`src/rtl/pipeline_control_unit_pkg.sv`:
```
// Shared constants and types for the pipeline control unit.
//   Opcode/funct encodings, ALU control codes, forward-select codes,
//   the shadow-stage record and the forward-select helper.
package pipeline_ctrl_pkg;

  localparam int unsigned REG_W = 5;
  localparam int unsigned OP_W  = 6;
  localparam int unsigned ALU_W = 3;
  localparam int unsigned FWD_W = 2;

  localparam logic [OP_W-1:0] OP_RTYPE = 6'h00;
  localparam logic [OP_W-1:0] OP_LW    = 6'h23;
  localparam logic [OP_W-1:0] OP_SW    = 6'h2B;
  localparam logic [OP_W-1:0] OP_BEQ   = 6'h04;
  localparam logic [OP_W-1:0] OP_ADDI  = 6'h08;

  localparam logic [OP_W-1:0] FN_ADD = 6'h20;
  localparam logic [OP_W-1:0] FN_SUB = 6'h22;
  localparam logic [OP_W-1:0] FN_AND = 6'h24;
  localparam logic [OP_W-1:0] FN_OR  = 6'h25;
  localparam logic [OP_W-1:0] FN_SLT = 6'h2A;

  localparam logic [ALU_W-1:0] ALU_ADD = 3'b010;
  localparam logic [ALU_W-1:0] ALU_SUB = 3'b110;
  localparam logic [ALU_W-1:0] ALU_AND = 3'b000;
  localparam logic [ALU_W-1:0] ALU_OR  = 3'b001;
  localparam logic [ALU_W-1:0] ALU_SLT = 3'b111;

  localparam logic [FWD_W-1:0] FWD_RF    = 2'd0;
  localparam logic [FWD_W-1:0] FWD_ALU_E = 2'd1;
  localparam logic [FWD_W-1:0] FWD_MEM_M = 2'd2;
  localparam logic [FWD_W-1:0] FWD_ALU_M = 2'd3;

  // In-flight instruction record; reg_write is already cleared for $0 writes.
  typedef struct packed {
    logic             valid;
    logic             reg_write;
    logic             mem2reg;
    logic [REG_W-1:0] dest;
  } shadow_t;

  // Forward select for one decode-stage source; E wins over M.
  function automatic logic [FWD_W-1:0] fwd_sel(input logic [REG_W-1:0] src,
                                                input logic             used,
                                                input shadow_t          e,
                                                input shadow_t          m);
    logic [FWD_W-1:0] sel;
    sel = FWD_RF;
    if (used && (src != '0)) begin
      if (e.reg_write && (e.dest == src) && !e.mem2reg) sel = FWD_ALU_E;
      else if (m.reg_write && (m.dest == src))          sel = m.mem2reg ? FWD_MEM_M : FWD_ALU_M;
    end
    return sel;
  endfunction

endpackage

```
`src/rtl/pipeline_control_unit_if.sv`:
```
// Control/hazard interface between datapath (master) and control unit (slave).
//   master drives the decode-stage instruction fields and eq;
//   slave returns control bits, forward selects, stall/flush and counters.
interface pipeline_control_unit_if #(
  parameter int unsigned CNT_W = 32
);
  logic [5:0]       opcode;
  logic [5:0]       funct;
  logic [4:0]       rsD;
  logic [4:0]       rtD;
  logic [4:0]       rdD;
  logic             eq;
  logic             regWrite;
  logic             regDst;
  logic             memWrite;
  logic             mem2Reg;
  logic             aluSrcB;
  logic [2:0]       aluControl;
  logic             pcSrc;
  logic [1:0]       fad;
  logic [1:0]       fbd;
  logic             stall;
  logic             flush;
  logic [CNT_W-1:0] retired;
  logic [CNT_W-1:0] stallCycles;

  modport master (
    output opcode, funct, rsD, rtD, rdD, eq,
    input  regWrite, regDst, memWrite, mem2Reg, aluSrcB, aluControl,
           pcSrc, fad, fbd, stall, flush, retired, stallCycles
  );

  modport slave (
    input  opcode, funct, rsD, rtD, rdD, eq,
    output regWrite, regDst, memWrite, mem2Reg, aluSrcB, aluControl,
           pcSrc, fad, fbd, stall, flush, retired, stallCycles
  );
endinterface

```
`src/rtl/pipeline_control_unit_ctrl_main_decoder.sv`:
```
// Combinational main decoder: opcode/funct -> datapath controls,
//   valid flag and source-usage flags. Unknown encodings decode as NOP.
module ctrl_main_decoder
  import pipeline_ctrl_pkg::*;
(
  input  logic [OP_W-1:0]  opcode,
  input  logic [OP_W-1:0]  funct,
  output logic             reg_write,
  output logic             reg_dst,
  output logic             mem_write,
  output logic             mem2reg,
  output logic             alu_src_b,
  output logic [ALU_W-1:0] alu_control,
  output logic             branch,
  output logic             valid,
  output logic             use_rs,
  output logic             use_rt
);

  logic             rtype_ok;
  logic [ALU_W-1:0] rtype_alu;

  // Decode an R-type funct field; unknown funct leaves rtype_ok low.
  always_comb begin
    rtype_ok  = 1'b1;
    rtype_alu = ALU_AND;
    case (funct)
      FN_ADD:  rtype_alu = ALU_ADD;
      FN_SUB:  rtype_alu = ALU_SUB;
      FN_AND:  rtype_alu = ALU_AND;
      FN_OR:   rtype_alu = ALU_OR;
      FN_SLT:  rtype_alu = ALU_SLT;
      default: rtype_ok  = 1'b0;
    endcase
  end

  // Main opcode decode.
  always_comb begin
    reg_write   = 1'b0;
    reg_dst     = 1'b0;
    mem_write   = 1'b0;
    mem2reg     = 1'b0;
    alu_src_b   = 1'b0;
    alu_control = ALU_AND;
    branch      = 1'b0;
    valid       = 1'b0;
    use_rs      = 1'b0;
    use_rt      = 1'b0;
    case (opcode)
      OP_RTYPE: if (rtype_ok) begin
        valid = 1'b1; use_rs = 1'b1; use_rt = 1'b1;
        reg_write = 1'b1; reg_dst = 1'b1; alu_control = rtype_alu;
      end
      OP_LW: begin
        valid = 1'b1; use_rs = 1'b1;
        reg_write = 1'b1; mem2reg = 1'b1; alu_src_b = 1'b1; alu_control = ALU_ADD;
      end
      OP_SW: begin
        valid = 1'b1; use_rs = 1'b1; use_rt = 1'b1;
        mem_write = 1'b1; alu_src_b = 1'b1; alu_control = ALU_ADD;
      end
      OP_BEQ: begin
        valid = 1'b1; use_rs = 1'b1; use_rt = 1'b1;
        branch = 1'b1; alu_control = ALU_SUB;
      end
      OP_ADDI: begin
        valid = 1'b1; use_rs = 1'b1;
        reg_write = 1'b1; alu_src_b = 1'b1; alu_control = ALU_ADD;
      end
      default: ;
    endcase
  end

endmodule

```
`src/rtl/pipeline_control_unit.sv`:
```
// Pipeline control unit: main decode, forwarding selects, load-use stall,
//   branch resolve/flush, E/M shadow pipeline and performance counters.
//   Ports: clk, rst_n (async active-low), bus (slave modport of
//   pipeline_control_unit_if carrying instrD fields, eq and all controls).
module pipeline_control_unit
  import pipeline_ctrl_pkg::*;
#(
  parameter int unsigned CNT_W = 32
) (
  input  logic                    clk,
  input  logic                    rst_n,
  pipeline_control_unit_if.slave  bus
);

  logic             dec_reg_write, dec_reg_dst, dec_mem_write, dec_mem2reg;
  logic             dec_alu_src_b, dec_branch, dec_valid, dec_use_rs, dec_use_rt;
  logic [ALU_W-1:0] dec_alu_control;
  logic [REG_W-1:0] dst_dec;
  logic             stall_c;
  logic             pc_src_c;

  shadow_t          e_q, e_d;
  shadow_t          m_q, m_d;
  logic [CNT_W-1:0] retired_q, retired_d;
  logic [CNT_W-1:0] stall_cnt_q, stall_cnt_d;

  ctrl_main_decoder u_dec (
    .opcode      (bus.opcode),
    .funct       (bus.funct),
    .reg_write   (dec_reg_write),
    .reg_dst     (dec_reg_dst),
    .mem_write   (dec_mem_write),
    .mem2reg     (dec_mem2reg),
    .alu_src_b   (dec_alu_src_b),
    .alu_control (dec_alu_control),
    .branch      (dec_branch),
    .valid       (dec_valid),
    .use_rs      (dec_use_rs),
    .use_rt      (dec_use_rt)
  );

  // Hazard detection, branch resolve and next shadow/counter state.
  always_comb begin
    dst_dec = dec_reg_dst ? bus.rdD : bus.rtD;

    // Only a load in E can't be forwarded in time; hold D for one cycle.
    stall_c = e_q.reg_write && e_q.mem2reg && (e_q.dest != '0) &&
              ((dec_use_rs && (bus.rsD == e_q.dest)) ||
               (dec_use_rt && (bus.rtD == e_q.dest)));

    pc_src_c = dec_branch && bus.eq && !stall_c;

    e_d = '0;
    if (!stall_c) begin
      e_d.valid     = dec_valid;
      e_d.reg_write = dec_reg_write && (dst_dec != '0);
      e_d.mem2reg   = dec_mem2reg;
      e_d.dest      = dst_dec;
    end
    m_d = e_q;

    retired_d   = retired_q + CNT_W'(m_q.valid);
    stall_cnt_d = stall_cnt_q + CNT_W'(stall_c);
  end

  always_ff @(posedge clk or negedge rst_n) begin
    if (!rst_n) begin
      e_q         <= '0;
      m_q         <= '0;
      retired_q   <= '0;
      stall_cnt_q <= '0;
    end else begin
      e_q         <= e_d;
      m_q         <= m_d;
      retired_q   <= retired_d;
      stall_cnt_q <= stall_cnt_d;
    end
  end

  // A stalled instruction becomes a bubble in E, so its side effects are masked.
  assign bus.regWrite    = dec_reg_write && !stall_c;
  assign bus.memWrite    = dec_mem_write && !stall_c;
  assign bus.regDst      = dec_reg_dst;
  assign bus.mem2Reg     = dec_mem2reg;
  assign bus.aluSrcB     = dec_alu_src_b;
  assign bus.aluControl  = dec_alu_control;
  assign bus.pcSrc       = pc_src_c;
  assign bus.flush       = pc_src_c;
  assign bus.stall       = stall_c;
  assign bus.fad         = fwd_sel(bus.rsD, dec_use_rs, e_q, m_q);
  assign bus.fbd         = fwd_sel(bus.rtD, dec_use_rt, e_q, m_q);
  assign bus.retired     = retired_q;
  assign bus.stallCycles = stall_cnt_q;

endmodule
```
`src/flat_wrapper.sv`:
```
// flat-port wrapper written by rule: the top's interface ports become plain ports
module pipeline_control_unit_flat import pipeline_ctrl_pkg::*;
#(
  parameter int unsigned CNT_W = 32
)
  (clk, rst_n, bus_opcode, bus_funct, bus_rsD, bus_rtD, bus_rdD, bus_eq, bus_regWrite, bus_regDst, bus_memWrite, bus_mem2Reg, bus_aluSrcB, bus_aluControl, bus_pcSrc, bus_fad, bus_fbd, bus_stall, bus_flush, bus_retired, bus_stallCycles);
  pipeline_control_unit_if #(.CNT_W(CNT_W)) bus_i ();
  input  logic clk;
  input  logic rst_n;
  input wire logic [$bits(bus_i.opcode)-1:0] bus_opcode;
  input wire logic [$bits(bus_i.funct)-1:0] bus_funct;
  input wire logic [$bits(bus_i.rsD)-1:0] bus_rsD;
  input wire logic [$bits(bus_i.rtD)-1:0] bus_rtD;
  input wire logic [$bits(bus_i.rdD)-1:0] bus_rdD;
  input wire logic [$bits(bus_i.eq)-1:0] bus_eq;
  output wire logic [$bits(bus_i.regWrite)-1:0] bus_regWrite;
  output wire logic [$bits(bus_i.regDst)-1:0] bus_regDst;
  output wire logic [$bits(bus_i.memWrite)-1:0] bus_memWrite;
  output wire logic [$bits(bus_i.mem2Reg)-1:0] bus_mem2Reg;
  output wire logic [$bits(bus_i.aluSrcB)-1:0] bus_aluSrcB;
  output wire logic [$bits(bus_i.aluControl)-1:0] bus_aluControl;
  output wire logic [$bits(bus_i.pcSrc)-1:0] bus_pcSrc;
  output wire logic [$bits(bus_i.fad)-1:0] bus_fad;
  output wire logic [$bits(bus_i.fbd)-1:0] bus_fbd;
  output wire logic [$bits(bus_i.stall)-1:0] bus_stall;
  output wire logic [$bits(bus_i.flush)-1:0] bus_flush;
  output wire logic [$bits(bus_i.retired)-1:0] bus_retired;
  output wire logic [$bits(bus_i.stallCycles)-1:0] bus_stallCycles;
  assign bus_i.opcode = bus_opcode;
  assign bus_i.funct = bus_funct;
  assign bus_i.rsD = bus_rsD;
  assign bus_i.rtD = bus_rtD;
  assign bus_i.rdD = bus_rdD;
  assign bus_i.eq = bus_eq;
  assign bus_regWrite = bus_i.regWrite;
  assign bus_regDst = bus_i.regDst;
  assign bus_memWrite = bus_i.memWrite;
  assign bus_mem2Reg = bus_i.mem2Reg;
  assign bus_aluSrcB = bus_i.aluSrcB;
  assign bus_aluControl = bus_i.aluControl;
  assign bus_pcSrc = bus_i.pcSrc;
  assign bus_fad = bus_i.fad;
  assign bus_fbd = bus_i.fbd;
  assign bus_stall = bus_i.stall;
  assign bus_flush = bus_i.flush;
  assign bus_retired = bus_i.retired;
  assign bus_stallCycles = bus_i.stallCycles;
  pipeline_control_unit #(.CNT_W(CNT_W)) u_core (.clk(clk), .rst_n(rst_n), .bus(bus_i));
endmodule
```
`config.mk`:
```
export PLATFORM = sky130hd
export DESIGN_NAME = pipeline_control_unit_flat
export DESIGN_NICKNAME = d
export VERILOG_FILES = /design/src/rtl/pipeline_control_unit_pkg.sv /design/src/rtl/pipeline_control_unit_if.sv /design/src/rtl/pipeline_control_unit_ctrl_main_decoder.sv /design/src/rtl/pipeline_control_unit.sv /design/src/flat_wrapper.sv
export SDC_FILE = /design/constraint.sdc
export NUM_CORES = 1
export LEC_CHECK = 0
export CORE_MARGIN = 5
export CORE_UTILIZATION = 45
export DETAILED_ROUTE_END_ITERATION = 10
export DONT_BUFFER_PORTS = 1
export PLACE_DENSITY = 0.56
export SLEW_MARGIN = 20
export SYNTH_ARGS = -nofsm -noshare
export SYNTH_HDL_FRONTEND = slang
export SYNTH_SLANG_ARGS = --single-unit
```
`constraint.sdc`:
```
create_clock -name clk -period 3.98 [get_ports clk]
set_input_delay 0.796 -clock clk [delete_from_list [all_inputs] [get_ports clk]]
set_output_delay 0.796 -clock clk [all_outputs]
set_load 0.05 [all_outputs]
```
* After elaboration in Yosys (flattened, before gate mapping) *
Cells that the tools add are included.

storage, ports and cells
  register bits = 80
  input bits = 30
  output and inout port bits = 79

operators by class
  add/subtract/negate cells = 2
  eq/ne operators = 15
  muxes and demuxes = 22
  reduce and logical (&&, ||, !) cells = 31

operators by type and width
  operator              count
  $add A32 B1 Y32       2
  $eq A6 B6 Y1 const B  7
  $eq A5 B5 Y1          6
  $reduce_bool A5 Y1    4
  $logic_and A1 B1 Y1   18
  $mux W2               6
  $pmux W3 S4           1
  $pmux W3 S3           1
  $mux W1               8
  $mux W8               1
  $eq A6 B3 Y1 const B  1
  $eq A6 B4 Y1 const B  1
  $logic_not A6 Y1      1
  $pmux W1 S2           3
  $mux W5               1
  $reduce_or A5 Y1      1
  $reduce_or A2 Y1      2
  $reduce_or A4 Y1      1
  $mux W3               1
  $reduce_or A3 Y1      1
  $logic_not A1 Y1      2
  $logic_or A1 B1 Y1    1

* Logic depth before layout (Yosys ltp) *
  depth after elaboration = 10
  gate-level depth with buffers = 11

* Hierarchy *
From an unflattened synthesis, not the netlist that was laid out.

unflattened totals
  cells, all modules = 357
  area total of the unflattened synthesis = 3866.2 µm²

by module, submodules not included
  module                 sequential area each (µm²)  area each (µm²)  cells each  instances
  pipeline_control_unit  2001.9                      3661.0           323         1
  ctrl_main_decoder      0.0                         205.2            34          1

* Worst setup path after synthesis *
No wires, ideal clock.

  path kind = input to output
  start point = in bus_opcode[3]
  end point = out bus_fbd[1]
  slack = -0.300 ns
  buffers on the path = 0
  stages on the path = 4
  required time = 3.184 ns
  data arrival time = 3.484 ns
  cell sequence = or4_4 > nor4_4 > nor3b_2 > nor4_1

on the way
  longest elaborated chain between the ends = 5
  elaborated cells on any way between the ends = 7
  classes of those cells = eq/ne: 2; mux: 2; reduce/logical: 3

ends and longest elaborated chain
  element                                              line                                           RTL
  start, declared                                      flat_wrapper.sv:10                             input wire logic [$bits(bus_i.opcode)-1:0] bus_opcode;
  $eq A6 B3 Y1 / $eq A6 B6 Y1 (equally long branches)  pipeline_control_unit_ctrl_main_decoder.sv:49  case (opcode)
  $reduce_or A2 Y1 (no source line)                    -
  $pmux W1 S2 (*)                                      pipeline_control_unit_ctrl_main_decoder.sv:49
  $logic_and A1 B1 Y1 (*)                              pipeline_control_unit_pkg.sv:49                if (used && (src != '0)) begin
  $mux W2 (*)                                          pipeline_control_unit_pkg.sv:49
  end, declared                                        flat_wrapper.sv:24                             output wire logic [$bits(bus_i.fbd)-1:0] bus_fbd;

Mark *: on every way between the ends. The rest lies on a longest branch, timed or not.

* Worst setup path after layout *
  start point = in bus_opcode[3]
  end point = out bus_regWrite

on the way
  longest elaborated chain between the ends = 8
  elaborated cells on any way between the ends = 17
  classes of those cells = eq/ne: 4; mux: 3; reduce/logical: 10

ends and longest elaborated chain
  element                                                                       line                                                      RTL
  $eq A6 B3 Y1, or another cell as far along                                    pipeline_control_unit_ctrl_main_decoder.sv:49
  $reduce_or A4 Y1 (no source line) / $reduce_or A2 Y1 (equally long branches)  -
  $pmux W1 S2                                                                   pipeline_control_unit_ctrl_main_decoder.sv:49
  $logic_and A1 B1 Y1 (on tied branches)                                        pipeline_control_unit.sv:48, pipeline_control_unit.sv:49
  $logic_or A1 B1 Y1                                                            pipeline_control_unit.sv:48                               ((dec_use_rs && (bus.rsD == e_q.dest)) ||
  $logic_and A1 B1 Y1                                                           pipeline_control_unit.sv:47                               stall_c = e_q.reg_write && e_q.mem2reg && (e_q.dest != '0) &&
  $logic_not A1 Y1                                                              pipeline_control_unit.sv:81                               assign bus.regWrite = dec_reg_write && !stall_c;
  $logic_and A1 B1 Y1 (*)                                                       pipeline_control_unit.sv:81
  end, declared                                                                 flat_wrapper.sv:16                                        output wire logic [$bits(bus_i.regWrite)-1:0] bus_regWrite;

Marked as above.

==> out/metrics.yaml <==
yosys:
  synth_cell_type_count: 43
  synth_warnings: 0
  ys_ff_latch: 80
  syn_inst: 364
  syn_area_sq_mm: 0.00387
  async_flop_share_pct: 100
  ys.flop_type: "dfrtp_1"
  synth_edf_count: 0
  syn_area_per_cell_sq_um: 10.6
  yosys.area_share.simple_pct: 23.0
  synthesis.nets: 398
  ys_seq_area_share_pct: 51.8
  synth_xor_area_share_pct: 18.3
  yosys.area_share.adder_pct: 1.29
  synth_top_family_by_area: "simple AND/OR/NAND/NOR gates"
  synthMuxAreaShare_pct: 0.291
  synth_compound_area_share_pct: 4.11
place:
  place.gp.congestion: 0.816
  place_inst: 476
  hpwlAfterDp_um: 6070
  portBuffers: 0
  place_ws_ns: 0.356
sta:
  setup_violations: 0
  rsz0062_at_grt: "false"
  finalMaxSlewViolations: 0
  period_minus_slack_ns: 3.52
  finalHoldViolCount: 0
  layout_worst_path_cycle_share_pct: 88.4
  fmax_ghz: 0.284
  worstMarginPinSlew_ns: 0.667
  slew_headroom_pct: 55.5
  finClkSkew_ns: 0.0120
  setup_slack_ns: 0.461
cells_and_area:
  antenna_cells: 0
  nets: 416
  utilization_pct: 51.9
  stdcell_count: 491
  syn_to_final_growth_pct: 11.4
  drive_above_1_share_pct: 10.6
floorplanning:
  start_util_pct: 46.6
  die_y_um: 103
  core-area_sq_mm: 0.00830
  dieArea_sq_mm: 0.0105
  ios: 109
  die_w_um: 103
  row_count: 33
grt:
  busiest_layer: "met2"
  grt_antenna_before_repair: 0
  grt_pass1_wl_um: 13200
  grt_pass1_vias: 2700
  grt_use_met2_pct: 23.9
  grt_overflow: 0
  grt.met3_usage_pct: 6.02
  use_met1_pct: 20.7
  grt_max_degree: 81
  grt_usage_pct: 15.8
clocking:
  ctsHtreeMaxLevel: 3
  cts_tree: "built"
  postCtsResizedCells: 0
  post_cts_buffers: 0
  cts_hold_buffers: 0
  cts.clk_slew.worst_paths_ns: 0.08
  cts-root-buf: "clkbuf_8"
  cts_buffer_depth: 2
  cts.sinks: 80
  clk_latency_ns: 0.35
  cts_buffers: 9
critical_path:
  path_buf_inv: 2
  critical_path.max_fanout: 10
  arrival_ns: 2.72
  critPathMaxStageDelay_ns: 0.54
  path_delay_family: "simple AND/OR/NAND/NOR gates"
  crit_start: "bus_opcode[3]"
  worstSetupPathType: "primary input to output port"
  timing.rr.start: "u_core.e_q[4]$_DFF_PN0_"
  cp_cell_sequence: "or4_4, nor3b_1, nor3b_2, o32ai_4, buf_4, a31oi_1, buf_4"
  cp-end-kind: "output port"
  required_ns: 3.18
  critPathSlowestCell: "or4_4"
  start_kind: "primary input"
  cpMostUsedCell: "buf_4"
route:
  wl_per_cell_um: 16.5
  firstDrtPassIters: 4
  ant_nets: 0
  num_vias: 2667
  avgViaCountPerCell: 5.43
  drc: 0
  first_iter_violations: 83
  wl_um: 8090
pwr:
  p_switching_w: 0.000454
  pwr-share-seq_pct: 58.1
  pwr-share-comb_pct: 4.0
  intPower_w: 0.00123
  power.total_w: 0.00168
  power.density_mw_per_mm2: 391
  leakage_nw: 1.93
  power_frac_clock_pct: 37.9
  netSwitchingFraction_pct: 27.0
  irDropWorstVdd_mv: 0.190
run_status:
  status: "completed"
flow_run:
  max-cap-violations: 0
worst_hold_path:
  min_path_type: "primary input to asynchronous set/reset pin"
## worst reg2reg max path, stage by stage, from the launching register on
cell,delay (ns)
dfrtp_1,0.45
xor2_1,0.19
nor3_1,0.25
or4b_2,0.68
o32ai_4,0.19
ha_2,0.26
and4_1,0.36
and3_1,0.40
nand4_1,0.16
xnor2_1,0.17
## cell usage after synthesis, types with 2 or more instances
cell | count | area, sq um
a21o_1 | 2 | 15.0
a21oi_1 | 7 | 35.0
a31oi_1 | 2 | 12.5
and2_1 | 3 | 18.8
and3_1 | 11 | 68.8
and4_1 | 6 | 52.6
clkbuf_1 | 4 | 15.0
dfrtp_1 | 80 | 2000
ha_1 | 4 | 50.1
inv_1 | 6 | 22.5
nand2_1 | 40 | 150
nand3_1 | 23 | 115
nand4_1 | 14 | 87.6
nor2_1 | 30 | 113
nor3_1 | 11 | 55.1
nor3b_1 | 2 | 15.0
nor4_1 | 5 | 31.3
o21a_1 | 4 | 30.0
or2_2 | 3 | 18.8
or3_1 | 2 | 12.5
or4_1 | 4 | 30.0
xnor2_1 | 45 | 394
xor2_1 | 36 | 315
## per-stage QoR
stage               TNS [ns]  cell area, sq um  hold WS (ns)
floorplan            -0.0194              3900         0.331
global placement           0              4100         0.336
detailed placement         0              4100         0.344
CTS                        0              4310         0.118
global route               0              4310         0.109
finish                     0              4310         0.137
## layer usage
| metal | up-vias | routed length [um] |
|---|---|---|
| li1 | 1289 | - |
| met5 | - | 0 |
| met1 | 1282 | 3530 |
| met4 | 0 | 77 |
| met2 | 90 | 3690 |
| met3 | 6 | 787 |
## path summary, 6_finish.rpt
kind                       depth (start not counted)                                    to  slack, ns
min                                                0      u_core.bus.retired[14]$_DFF_PN0_       0.14
min in group clk                                   0               u_core.m_q[7]$_DFF_PN0_       0.35
min reg2reg                                        0               u_core.m_q[7]$_DFF_PN0_       0.35
max                                                7                          bus_regWrite       0.46
max reg2reg                                        9  u_core.bus.stallCycles[24]$_DFF_PN0_       0.75
max in group asynchronous                          0      u_core.bus.retired[31]$_DFF_PN0_       3.72
## registers in the layout (all words and copies together) (netlist names)
signal,cells
u_core.bus.stallCycles,32
u_core.e_q,8
u_core.bus.retired,32
u_core.m_q,8
## layout by cell type (no fill, tap or decap), types with 2 or more instances in the layout
master,Yosys,final
a21o_1,2,2
a21oi_1,7,7
a31oi_1,2,2
and2_1,3,3
and3_1,11,11
and4_1,6,6
buf_4,1,11
bufinv_16,0,2
clkbuf_8,0,9
dfrtp_1,80,80
ha_1,4,3
inv_1,6,6
nand2_1,40,40
nand3_1,23,23
nand4_1,14,14
nor2_1,30,29
nor3_1,11,11
nor3b_2,1,2
nor4_1,5,4
o21a_1,4,4
or2_2,3,2
or3_1,2,2
or4_1,4,4
xnor2_1,45,45
xor2_1,36,36
## cells by family (layout without fill, tap and decap cells)
family,after synthesis,in the layout
compound gates,21,21
mux,1,1
simple gates,166,166
flops,80,80
fa+ha+maj,4,4
xor+xnor,81,81
buf+inv,11,33
## final cells by class
class                      count  area (sq um)
clock buffer                  10           128
multi-input combinational    273          1840
sequential                    80          2000
inverter                       6          22.5
fill                         745          3990
timing repair buffer          12           103
tap                          105           131
clock inverter                 5          81.3
## power by group through the flow
stage	Sequential (W)	Clock (W)	Combinational [W]
2_1_floorplan	0.000979	0	0.0000579
5_1_grt	0.000987	0.000694	0.0000772
3_5_place_dp	0.000996	0	0.0000676
3_3_place_gp	0.000995	0	0.0000662
4_1_cts	0.000980	0.000663	0.0000680
6_report	0.000977	0.000638	0.0000672
Note: power is estimated with default switching activity, not from simulation.
